[src/rtl/block_lock_pkg.sv]
// Shared types and helpers for the 64b/66b block-lock controller.
package block_lock_pkg;

  typedef enum logic [1:0] {
    RESET_CNT = 2'd0,
    TEST_SH   = 2'd1,
    SLIP_WAIT = 2'd2
  } bl_state_e;

  localparam logic [1:0] SH_DATA = 2'b01;
  localparam logic [1:0] SH_CTRL = 2'b10;

  function automatic logic sh_is_valid(input logic [1:0] sh);
    return (sh == SH_DATA) || (sh == SH_CTRL);
  endfunction

endpackage

[src/rtl/block_lock_stats.sv]
// Saturating 16-bit event counters for slips issued and lock losses.
module block_lock_stats (
  input  logic        clk,
  input  logic        arst_n,
  input  logic        slip_i,
  input  logic        loss_i,
  output logic [15:0] slip_total_o,
  output logic [15:0] loss_total_o
);

  logic [15:0] slip_q, loss_q;

  always_ff @(posedge clk or negedge arst_n) begin
    if (!arst_n) begin
      slip_q <= '0;
      loss_q <= '0;
    end else begin
      if (slip_i && (slip_q != 16'hFFFF)) slip_q <= slip_q + 16'd1;
      if (loss_i && (loss_q != 16'hFFFF)) loss_q <= loss_q + 16'd1;
    end
  end

  assign slip_total_o = slip_q;
  assign loss_total_o = loss_q;

endmodule

[src/rtl/block_lock_66.sv]
// 64b/66b receive block-lock FSM driving the gearbox slip request.
// Define BLOCK_LOCK_STATS_EN to implement slip/lock-loss statistics counters.
module block_lock_66
  import block_lock_pkg::*;
#(
  parameter int LOCK_CNT         = 64,
  parameter int BAD_MAX          = 16,
  parameter int SLIP_WAIT_BLOCKS = 4
) (
  input  logic        clk,
  input  logic        arst_n,
  input  logic        lock_en,
  input  logic [1:0]  hdr,
  input  logic        hdr_valid,
  output logic        slip,
  output logic        block_lock,
  output logic [15:0] slip_total,
  output logic [15:0] lock_loss_total
);

  localparam logic [6:0] LOCK_CNT_C  = 7'(LOCK_CNT);
  localparam logic [4:0] BAD_MAX_C   = 5'(BAD_MAX);
  localparam logic [2:0] WAIT_LAST_C = 3'(SLIP_WAIT_BLOCKS - 1);

  bl_state_e  state_q, state_d;
  logic [6:0] sh_cnt_q, sh_cnt_d;
  logic [4:0] invld_cnt_q, invld_cnt_d;
  logic [2:0] wait_cnt_q, wait_cnt_d;
  logic       slip_q, slip_d;
  logic       lock_q, lock_d;
  logic       hdr_ok;

  assign hdr_ok = sh_is_valid(hdr);

  always_comb begin
    state_d     = state_q;
    sh_cnt_d    = sh_cnt_q;
    invld_cnt_d = invld_cnt_q;
    wait_cnt_d  = wait_cnt_q;
    slip_d      = 1'b0;
    lock_d      = lock_q;
    if (!lock_en) begin
      state_d = RESET_CNT;
      lock_d  = 1'b0;
    end else begin
      case (state_q)
        RESET_CNT: begin
          sh_cnt_d    = '0;
          invld_cnt_d = '0;
          state_d     = TEST_SH;
        end
        TEST_SH: if (hdr_valid) begin
          sh_cnt_d = sh_cnt_q + 7'd1;
          if (!hdr_ok) invld_cnt_d = invld_cnt_q + 5'd1;
          // Lock loss outranks window completion on the same header.
          if (!lock_q) begin
            if (!hdr_ok) begin
              slip_d     = 1'b1;
              wait_cnt_d = '0;
              state_d    = SLIP_WAIT;
            end else if (sh_cnt_d == LOCK_CNT_C) begin
              lock_d  = 1'b1;
              state_d = RESET_CNT;
            end
          end else if (invld_cnt_d == BAD_MAX_C) begin
            lock_d     = 1'b0;
            slip_d     = 1'b1;
            wait_cnt_d = '0;
            state_d    = SLIP_WAIT;
          end else if (sh_cnt_d == LOCK_CNT_C) begin
            state_d = RESET_CNT;
          end
        end
        SLIP_WAIT: if (hdr_valid) begin
          if (wait_cnt_q == WAIT_LAST_C) state_d = RESET_CNT;
          else                           wait_cnt_d = wait_cnt_q + 3'd1;
        end
        default: state_d = RESET_CNT;
      endcase
    end
  end

  always_ff @(posedge clk or negedge arst_n) begin
    if (!arst_n) begin
      state_q     <= RESET_CNT;
      sh_cnt_q    <= '0;
      invld_cnt_q <= '0;
      wait_cnt_q  <= '0;
      slip_q      <= 1'b0;
      lock_q      <= 1'b0;
    end else begin
      state_q     <= state_d;
      sh_cnt_q    <= sh_cnt_d;
      invld_cnt_q <= invld_cnt_d;
      wait_cnt_q  <= wait_cnt_d;
      slip_q      <= slip_d;
      lock_q      <= lock_d;
    end
  end

  assign slip       = slip_q;
  assign block_lock = lock_q;

`ifdef BLOCK_LOCK_STATS_EN
  // Disabling the controller is not counted as a lock loss.
  block_lock_stats u_stats (
    .clk          (clk),
    .arst_n       (arst_n),
    .slip_i       (slip_d),
    .loss_i       (lock_q & ~lock_d & lock_en),
    .slip_total_o (slip_total),
    .loss_total_o (lock_loss_total)
  );
`else
  assign slip_total      = 16'h0;
  assign lock_loss_total = 16'h0;
`endif

endmodule

[config.mk]
export PLATFORM = sky130hd
export DESIGN_NAME = block_lock_66
export DESIGN_NICKNAME = d
export VERILOG_FILES = /design/src/rtl/block_lock_pkg.sv /design/src/rtl/block_lock_stats.sv /design/src/rtl/block_lock_66.sv
export SDC_FILE = /design/constraint.sdc
export NUM_CORES = 1
export LEC_CHECK = 0
export ABC_AREA = 0
export CAP_MARGIN = 20
export CORE_UTILIZATION = 47
export DETAILED_ROUTE_END_ITERATION = 10
export GPL_TIMING_DRIVEN = 0
export HOLD_SLACK_MARGIN = 0.08
export PLACE_DENSITY = 0.92
export SLEW_MARGIN = 0
export SYNTH_ARGS = -nofsm -noshare
export SYNTH_HDL_FRONTEND = slang
export SYNTH_HIERARCHICAL = 1
export SYNTH_SLANG_ARGS = --single-unit
[constraint.sdc]
create_clock -name clk -period 1.8 [get_ports clk]
set_input_delay 0.27 -clock clk [delete_from_list [all_inputs] [get_ports clk]]
set_output_delay 0.27 -clock clk [all_outputs]
set_load 0.01 [all_outputs]
==> flow_summary.ini <==
[outcome]
status = finished clean

[synthesis]
synth.distinct_cells = 44
seq_area_frac_synth = 0.349
synth_area_sq_mm = 0.00136
ys_async_sr_fraction = 1.00
yosys_warnings = 6
avgSynthCellArea_sq_um = 9.02
ys.flop_type = dfrtp_1
synth_edf_count = 0
synth_cells = 151
synth.ff_latch_count = 19

[worst_setup_path]
reg2reg_slack_ns = 0.04
r2r_cells = 7
crit_path_end_kind = flop
timing.rr.end = wait_cnt_q[0]
crit_path_top_delay_cell = dfrtp_1
crit_buf_inv = 1
cp_common_cell = ha_2
crit_chain = ha_2 > ha_2 > nor2b_1 > o211ai_1 > buf_4 > xnor2_1 > a211o_1
critPathMaxFanout = 3
cp.required_ns = 2.01
slowest_delay_ns = 0.40
setup.worst_path.start_class = flop
crit_type = reg -> reg
critPathArrivalTime_ns = 1.97
critPathTopFamily = compound AO/OA/AOI/OAI gates
r2r-start = wait_cnt_q[0]

[final_layout]
fin_area_sq_mm = 0.00168
drive_gt1_frac = 0.266
nets = 210
final_cells = 230
diodes = 0
areaGrowthSynthToFinish_pct = 23.4

[power_and_ir_drop]
p_int_uw = 753
vdd_drop_max_uv = 552
switchingPower_uw = 368
power_mw = 1.12
p_clk_frac = 0.196
power.density_mw_per_mm2 = 667
power.share.combinational = 0.343
leakage_nw = 0.867
p_sw_frac = 0.328
power_frac_seq = 0.460

[timing]
max_freq_ghz = 0.568
drv_slew = 0
worstMarginPinSlew_ns = 0.847
min_period_ns = 1.76
skew_ns = 0.00787
hold_violations = 0
relSlewSlack = 0.434
rsz0062_at_grt = yes
final.period_utilization = 0.978
finalSetupViolations = 0

[die]
die_h_um = 55.8
core_area_sq_mm = 0.00276
num_rows = 19
fp.dieW_um = 55.8
pin_count = 40
start_util = 0.494
die_area_sq_mm = 0.00312

[worst_hold_path]
hp-class = in -> async

[drt]
ant_nets = 0
avgViaCountPerCell = 4.87
drt_iter0_drc = 23
drc = 0
dr_total_vias = 1121
wl_per_cell_um = 11.3
dr.pass1.iters = 4
wl_mm = 2.59

[clock_network]
clock_path_buffers = 2
cts_tree = built
cts_buffers = 3
cts-root-buf = clkbuf_4
clock-sinks = 19
h-tree-depth = 1
path_clk_slew_ns = 0.11
ctsHoldBuffers = 0
clock_latency_ns = 0.31

[global_routing]
antenna_found_initial = 0
grt_pass1_vias = 933
track_usage = 0.165
overflow = 0
grt_max_degree = 20
grt_pass1_wl_mm = 4.07

[placement]
gp_congestion = 0.842
io_buffers = 7
hpwl_mm = 1.89
dp_cells = 220
placed_cell_area_sq_mm = 0.00159

[job]
drv_cap = 0
final cells by class:
class / instances / area, sq um
plain buffers: 35 / 253
inverters: 2 / 7.51
fillers: 240 / 1080
repair buffers: 13 / 115
clock buffers: 3 / 22.5
flip-flops and latches: 19 / 477
clock inverters: 1 / 5.00
well taps: 31 / 38.8
multi-input cells: 126 / 762
cells in the final DEF (no fill, tap or decap), drive strengths merged, types with 2 or more instances in the layout:
master | Yosys | routed
a41o | 3 | 3
nand2 | 15 | 15
clkdlybuf4s50 | 0 | 7
buf | 33 | 39
nand3 | 8 | 8
a31oi | 2 | 2
o41ai | 2 | 2
conb | 1 | 32
clkbuf | 2 | 5
inv | 2 | 2
nor2b | 2 | 2
o221a | 2 | 2
nand2b | 2 | 2
nor3 | 3 | 3
a21o | 2 | 2
o21ai | 15 | 15
nand4 | 2 | 2
nor2 | 5 | 5
dfrtp | 19 | 19
ha | 4 | 4
xor2 | 4 | 4
xnor2 | 2 | 2
a21oi | 3 | 3
o31ai | 3 | 3
registers in the layout (all words and copies together) (netlist names):
register / flops
block_lock: 1
invld_cnt_q: 5
sh_cnt_q: 7
slip: 1
state_q: 2
wait_cnt_q: 3
worst max-delay path by stage:
stage | slack (ns) | end | startpoint | cells past startpoint
2_1_floorplan | 0.14 | wait_cnt_q[2] | wait_cnt_q[0] | 7
3_3_place_gp | -0.30 | block_lock | hdr[1] | 6
3_5_place_dp | -0.32 | block_lock | hdr[1] | 6
4_1_cts | 0.02 | wait_cnt_q[2] | wait_cnt_q[0] | 7
5_1_grt | -0.02 | wait_cnt_q[0] | wait_cnt_q[0] | 7
6_report | 0.04 | wait_cnt_q[0] | wait_cnt_q[0] | 7
metrics by stage:
stage,TNS (ns),hold slack [ns],setup slack (ns),utilization
finish,0,0.435,0.0392,0.609
detailed placement,-3.90,0.509,-0.322,0.575
global route,-0.0417,0.504,-0.0154,0.609
floorplan,0,-0.0256,0.135,-
CTS,0,0.462,0.0165,0.596
global placement,-3.65,0.485,-0.297,0.575
worst reg2reg max path: cells and delay by family, from the launching register on:
kind                       cells  cell delay [ns]
AOI/OAI and AO/OA              2             0.45
DFF                            1             0.40
adders and majority gates      2             0.37
buffers and inverters          1             0.18
and+or+nand+nor                1             0.15
xor gates and xnor gates       1             0.11
repair_timing:
| item | 4_1_cts | 5_1_grt |
|---|---|---|
| hold endpoints to repair | 0 | 0 |
| gates resized for setup | 3 | 4 |
| gates cloned | 0 | 0 |
| setup endpoints to repair | 3 | 10 |
| pin swaps | 1 | 2 |
| setup buffers | 2 | 4 |
routing by layer:
| metal | vias to the layer above | global-route usage | wire length [um] |
|---|---|---|---|
| li1 | 578 | - | - |
| met1 | 515 | 0.193 | 1170 |
| met2 | 23 | 0.291 | 1300 |
| met3 | 5 | 0.0279 | 80 |
| met4 | 0 | 0.0801 | 42 |
| met5 | - | 0 | 0 |
synth_stat cells (2+ instances only):
library cell / instances / area, sq um
ha_1: 4 / 50.1
nand4_1: 2 / 12.5
buf_4: 32 / 240
o41ai_1: 2 / 17.5
a21oi_1: 3 / 15.0
nor2_1: 5 / 18.8
xor2_1: 3 / 26.3
nor3_1: 3 / 15.0
dfrtp_1: 19 / 475
a31oi_1: 2 / 12.5
clkbuf_1: 2 / 7.51
a41o_1: 2 / 20.0
nand3_1: 8 / 40.0
o31ai_1: 3 / 22.5
nor2b_1: 2 / 12.5
nand2b_1: 2 / 12.5
inv_1: 2 / 7.51
o21ai_0: 15 / 75.1
a21o_1: 2 / 15.0
nand2_1: 14 / 52.6
logic make-up after synthesis:
family                   share of synthesized area
AND/OR/NAND/NOR                              0.163
AO/OA/AOI/OAI                                0.192
buffers and inverters                        0.191
flip-flops                                   0.349
XOR/XNOR                                    0.0496
adder cells (fa/ha/maj)                     0.0368
multiplexers                                0.0156
other                                      0.00275
power groups by stage:
stage / Clock [mW] / Combinational [mW] / Sequential (mW)
5_1_grt: 0.251 / 0.425 / 0.521
3_5_place_dp: 0 / 0.316 / 0.531
2_1_floorplan: 0 / 0.248 / 0.521
3_3_place_gp: 0 / 0.299 / 0.527
6_report: 0.220 / 0.385 / 0.516
4_1_cts: 0.232 / 0.361 / 0.511
Power figures use the tool's default switching activity.
